File: src/rtl/demux_pkg.sv
// Shared definitions for the 1:2 stream demultiplexer.
// Select polarity matches the 2:1 mux: 1 routes to A, 0 routes to B.
package demux_pkg;

    typedef enum logic {
        SEL_B = 1'b0,
        SEL_A = 1'b1
    } port_sel_t;

endpackage : demux_pkg

File: src/rtl/demux_slot.sv
// One-entry output holding register with valid/ready flow control
// and a wrapping count of words delivered downstream.
module demux_slot #(
    parameter int SIZE  = 4,
    parameter int CNT_W = 8
) (
    input  logic             clk,
    input  logic             reset_n,
    input  logic             load,
    input  logic [SIZE-1:0]  load_data,
    input  logic             drain_ready,
    output logic [SIZE-1:0]  data,
    output logic             valid,
    output logic [CNT_W-1:0] count,
    output logic             can_accept
);

    logic [SIZE-1:0]  data_q,  data_d;
    logic             valid_q, valid_d;
    logic [CNT_W-1:0] count_q, count_d;
    logic             drain_s;

    assign drain_s    = valid_q && drain_ready;
    assign can_accept = !valid_q || drain_ready;

    // Next-state: a load wins over a drain so back-to-back words keep the slot full
    always_comb begin
        data_d  = data_q;
        valid_d = valid_q;
        count_d = count_q;
        if (load) begin
            data_d  = load_data;
            valid_d = 1'b1;
        end else if (drain_s) begin
            valid_d = 1'b0;
        end else begin
            valid_d = valid_q;
        end
        if (drain_s) begin
            count_d = count_q + CNT_W'(1);
        end else begin
            count_d = count_q;
        end
    end

    // Slot state registers; reset discards any held word
    always_ff @(posedge clk) begin
        if (!reset_n) begin
            data_q  <= {SIZE{1'b0}};
            valid_q <= 1'b0;
            count_q <= {CNT_W{1'b0}};
        end else begin
            data_q  <= data_d;
            valid_q <= valid_d;
            count_q <= count_d;
        end
    end

    assign data  = data_q;
    assign valid = valid_q;
    assign count = count_q;

endmodule : demux_slot

File: src/rtl/demux1to2_nbits_stream.sv
// Registered 1:2 stream demultiplexer: one producer feeding two consumers,
// each behind its own one-entry slot. No reordering or redirection of words.
module demux1to2_nbits_stream
    import demux_pkg::*;
#(
    parameter int SIZE  = 4,
    parameter int CNT_W = 8
) (
    input  logic             clk,
    input  logic             reset_n,
    input  logic [SIZE-1:0]  in_data,
    input  logic             in_sel,
    input  logic             in_valid,
    output logic             in_ready,
    output logic [SIZE-1:0]  a_data,
    output logic             a_valid,
    input  logic             a_ready,
    output logic [SIZE-1:0]  b_data,
    output logic             b_valid,
    input  logic             b_ready,
    output logic [CNT_W-1:0] a_count,
    output logic [CNT_W-1:0] b_count
);

    port_sel_t sel_s;
    logic      a_can_s, b_can_s;
    logic      in_ready_s;
    logic      load_a_s, load_b_s;

    assign sel_s = port_sel_t'(in_sel);

    // Ready follows only the selected slot, giving head-of-line blocking
    always_comb begin
        in_ready_s = 1'b0;
        load_a_s   = 1'b0;
        load_b_s   = 1'b0;
        case (sel_s)
            SEL_A: begin
                in_ready_s = a_can_s;
                load_a_s   = in_valid && a_can_s;
            end
            SEL_B: begin
                in_ready_s = b_can_s;
                load_b_s   = in_valid && b_can_s;
            end
            default: begin
                in_ready_s = 1'b0;
                load_a_s   = 1'b0;
                load_b_s   = 1'b0;
            end
        endcase
    end

    assign in_ready = in_ready_s;

    demux_slot #(
        .SIZE  (SIZE),
        .CNT_W (CNT_W)
    ) u_slot_a (
        .clk         (clk),
        .reset_n     (reset_n),
        .load        (load_a_s),
        .load_data   (in_data),
        .drain_ready (a_ready),
        .data        (a_data),
        .valid       (a_valid),
        .count       (a_count),
        .can_accept  (a_can_s)
    );

    demux_slot #(
        .SIZE  (SIZE),
        .CNT_W (CNT_W)
    ) u_slot_b (
        .clk         (clk),
        .reset_n     (reset_n),
        .load        (load_b_s),
        .load_data   (in_data),
        .drain_ready (b_ready),
        .data        (b_data),
        .valid       (b_valid),
        .count       (b_count),
        .can_accept  (b_can_s)
    );

endmodule : demux1to2_nbits_stream

File: config.mk
export PLATFORM = sky130hd
export DESIGN_NAME = demux1to2_nbits_stream
export DESIGN_NICKNAME = d
export VERILOG_FILES = /design/src/rtl/demux_pkg.sv /design/src/rtl/demux_slot.sv /design/src/rtl/demux1to2_nbits_stream.sv
export SDC_FILE = /design/constraint.sdc
export NUM_CORES = 1
export LEC_CHECK = 0
export ABC_CLOCK_PERIOD_IN_PS = 3650
export CORE_UTILIZATION = 47
export DETAILED_ROUTE_END_ITERATION = 16
export PLACE_DENSITY = 0.8
export SYNTH_ARGS = -nofsm -noshare
export SYNTH_HDL_FRONTEND = slang
export SYNTH_SLANG_ARGS = --single-unit
export TNS_END_PERCENT = 20
File: constraint.sdc
create_clock -name clk -period 3.65 [get_ports clk]
set_input_delay 0.9125 -clock clk [delete_from_list [all_inputs] [get_ports clk]]
set_output_delay 0.9125 -clock clk [all_outputs]
set_load 0.05 [all_outputs]
; Yosys cells after proc, flatten, opt, wreduce, memory -nomap -nowiden
; Index checks and enable logic that the tools add are counted.
[classes]
muxes = 7
n_bitwise = 1
n_reduce_logical = 10
add_sub_neg = 2
[op_table]
columns = op, n
row1 = 8-bit by 1-bit adder with 8-bit output (second input constant), 2
row2 = 1-bit 2-to-1 mux, 6
row3 = 1-bit logical AND, 4
row4 = 2-bit nonzero test, 2
row5 = 1-bit logical NOT, 2
row6 = 1-bit logical OR, 2
row7 = 1-bit one-hot mux with 2 select lines, 1
row8 = 1-bit inverter, 1
[totals]
word_cells = 26
inputBits = 10
reg_bits = 26

; Depth between registers and ports, before layout
; Gate-level depths: netlist of run 1.
[depth]
depth_word = 5
mapped_depth = 4

; Modules after synthesis
; From an unflattened synthesis of run 1, not the netlist that was laid out.
[unflattened]
hier_cells = 121
hier_area_um2 = 1093.5
[modules_own_cells]
columns = module, cells_per_inst, n_inst, area_each_um2
row1 = demux_slot, 59, 2, 530.5
row2 = demux1to2_nbits_stream, 3, 1, 32.5

; Worst setup path before layout of run 1
; Ideal clock, no wire load.
[synth_path]
kind = input -> output
startpoint = input port in_sel
endpoint = output port in_ready
t_arrival_ns = 1.978
slack_ns = 0.759
stages = 3
path_cell_list = clkbuf_1 > nor2_1 > a21oi_1
[synth_via]
elab_chain_cells = 2
[synth_rtl]
columns = element, line
row1 = from (decl), demux1to2_nbits_stream.sv:12  ; input logic in_sel,
row2 = 1-bit inverter, n/a
row3 = 1-bit one-hot mux with 2 select lines *, demux1to2_nbits_stream.sv:37  ; case (sel_s)
row4 = to (decl), demux1to2_nbits_stream.sv:14  ; output logic in_ready,
; Every way passes the cells marked *; elsewhere a longest branch is shown, timed or not.

; Final worst setup path of run 1
[layout_path]
startpoint = input port b_ready
endpoint = output port in_ready
[layout_via]
elab_chain_cells = 2
[layout_rtl]
columns = element, line
row1 = from (decl), demux1to2_nbits_stream.sv:20  ; input logic b_ready,
row2 = 1-bit logical OR, demux_slot.sv:24  ; assign can_accept = !valid_q || drain_ready;
row3 = 1-bit one-hot mux with 2 select lines, demux1to2_nbits_stream.sv:37
; Every way passes these cells.

==> impl_metrics.ini, run 1 <==
[clock_network]
clk_path_buf_depth = 2
cts_made_buffers = 3
cts_setup_buffers = 0
clock-sinks = 26
cts_tree = yes
insertion_delay_ps = 310
htree_levels = 1
hold_buffers = 0
cts-resized-gates = 0
cts_root_buf = clkbuf_4
cts.reportedPaths.clkPinSlew_ps = 130

[place]
place_hpwl_mm = 1.75
place_congestion = 0.770
io_buffers = 36
dpl_worst_slack_ps = 550

[sta]
layout_setup_ws_ps = 529
fin_crit_ps = 3120
finClkSkew_ps = 1.09
slew_violations = 0
rsz0062_at_grt = false
worstMarginPinSlew_ps = 669
setup_violations = 0
finalHoldViolations = 0
clock.fmax_mhz = 320
slew_headroom = 0.551
tns_ps = 0
fin_crit_sh = 0.855

[worst_hold_path]
hold_path_class = register to register

[critical_path]
critPathRequiredTime_ps = 2740
cp.arrival_ps = 2210
crit_type = input pin to primary output
critical_path.cell_chain = clkdlybuf4s50_1 > nand2b_1 > nor2_1 > a21oi_1 > buf_12
worstPathMaxFanout = 6
crit_family = buffers and inverters
worstSetupStartpointType = input pin
critPathBufInv = 2
slowest_stage = clkdlybuf4s50_1
cp-end-kind = primary output
critPathMaxStageDelay_ps = 570

[synthesis]
avgSynthCellArea_um2 = 8.59
syn-instance-count = 127
ys_seq_area_frac = 0.477
synth-seq-cells = 26
syn-cell-area_mm2 = 0.00109
yosys_warnings = 0
synth_nets = 139
synth_cell_types = 22

[final_layout]
insertedDiodeCount = 0
syn_to_final_growth_pct = 39.4
finish.net_count = 177
drive_gt1_frac = 0.0549

[drt]
num_vias = 1057
routed_wl_mm = 2.39
wl_per_cell_um = 12.4
ant_nets = 0
drc = 0
drtPass1Iterations = 4
initialDrtViolationCount = 14
via_per_inst = 5.51

[grt]
gr-total-overflow = 0
grt_max_degree = 27
grt_use_total = 0.203
grt_pass1_vias = 919
antenna_found_initial = 0
grt_pass1_wl_mm = 3.85

[run]
drv_cap = 0

[floorplanning]
die_h_um = 50.2
ios = 37
num_rows = 17
die-area_mm2 = 0.00252
die_w_um = 50.2
coreArea_mm2 = 0.00219
start_util = 0.498

[power]
power_density_mw_per_mm2 = 336
ir_drop_uv = 254
leakage_nw = 0.515

[status]
status = finished, final reports clean
[metrics by stage]
step	hold slack [ps]	cell area, um2	power, W	util	std cells
global route	519	1520	0.000531	0.694	192
global placement	457	1490	0.000373	0.678	188
floorplan	695	1090	0.000343	-	127
detailed placement	473	1490	0.000374	0.678	188
finish	491	1520	0.000512	0.694	192
CTS	491	1520	0.000516	0.694	192
[power breakdown]
group          leakage, nW  switching, W  internal (W)
sequential           0.211    0.00000574      0.000290
clock               0.0210     0.0000827     0.0000610
combinational        0.283     0.0000449     0.0000273
total                0.515      0.000133      0.000379
[flip-flops by register name, indices dropped and copies added, names as in the netlist]
name	count
u_slot_b.data	4
u_slot_a.data	4
u_slot_a.valid	1
u_slot_b.count	8
u_slot_a.count	8
u_slot_b.valid	1
[cell type report]
class / count / area [um2]
Inverter: 5 / 18.8
Clock buffer: 4 / 36.3
Sequential cell: 26 / 520
Timing Repair Buffer: 36 / 370
Multi-Input combinational cell: 93 / 541
Fill cell: 184 / 669
Tap cell: 28 / 35.0
[tightest hold or removal path, cell delays in order (launching register included)]
cell and delay, ps:
dfxtp_1 330, o21ai_0 60, a21oi_1 60
[worst paths after layout]
path / startpoint / endpoint / slack, ps / cells past startpoint
worst max-delay path: b_ready / in_ready / 530 / 5
worst min-delay path: u_slot_b.data[0]$_SDFFE_PN0P_ / u_slot_b.data[0]$_SDFFE_PN0P_ / 490 / 2
worst max register to register: u_slot_a.count[0]$_SDFFE_PN0P_ / u_slot_a.count[6]$_SDFFE_PN0P_ / 2260 / 4
worst min register to register: u_slot_b.data[0]$_SDFFE_PN0P_ / u_slot_b.data[0]$_SDFFE_PN0P_ / 490 / 2
[layer usage]
metal,up-vias,part of all wire,GRT usage
met3,4,0.052,0.0364
li1,532,-,-
met4,0,0.019,0.114
met2,33,0.48,0.331
met1,488,0.45,0.250
met5,-,0,0
[cells in the mapped netlist, drive strengths merged]
library cell / n / area, um2
xor2: 2 / 17.5
nor2: 5 / 18.8
or3: 8 / 51.3
or2b: 1 / 7.51
ha: 2 / 25.0
o31ai: 2 / 15.0
o21ai: 16 / 80.1
a21oi: 23 / 115
xnor2: 2 / 17.5
nand4: 8 / 68.8
nand2: 7 / 26.3
and2b: 1 / 7.51
dfxtp: 26 / 521
nand2b: 2 / 12.5
or4: 2 / 15.0
nor2b: 2 / 12.5
clkbuf: 3 / 11.3
nand3: 10 / 50.1
clkinv: 1 / 3.75
inv: 4 / 15.0
[kinds of logic (layout without fill, tap and decap cells)]
| family | Yosys count | after routing | share of synthesized area |
|---|---|---|---|
| AOI/OAI and AO/OA | 41 | 41 | 0.193 |
| xor gates and xnor gates | 4 | 4 | 0.0321 |
| adders and majority gates | 2 | 2 | 0.0229 |
| buffers and inverters | 8 | 45 | 0.0275 |
| DFF | 26 | 26 | 0.477 |
| and+or+nand+nor | 46 | 46 | 0.248 |
[layout by cell type, fill, tap and decap left out, drive strengths merged]
master         count
nor2               5
nand2              7
nor2b              2
and2b              1
xor2               2
nand3             10
or2b               1
nand4              8
o31ai              2
xnor2              2
or4                2
clkdlybuf4s50     35
nand2b             2
or3                8
o21ai             16
inv                4
clkinv             1
buf                1
clkbuf             4
a21oi             23
ha                 2
dfxtp             26
Power figures use the tool's default switching activity.
==> run 2, diff against run 1 <==
- SLEW_MARGIN: unset -> 10
==> results of run 2 <==
Final layout, timing and power as in run 1 (identical DEF).
==> run 3, diff against run 2 <==
- ABC_CLOCK_PERIOD_IN_PS: 3650 -> unset
==> results of run 3 <==
Final layout, timing and power as in run 1 (identical DEF).
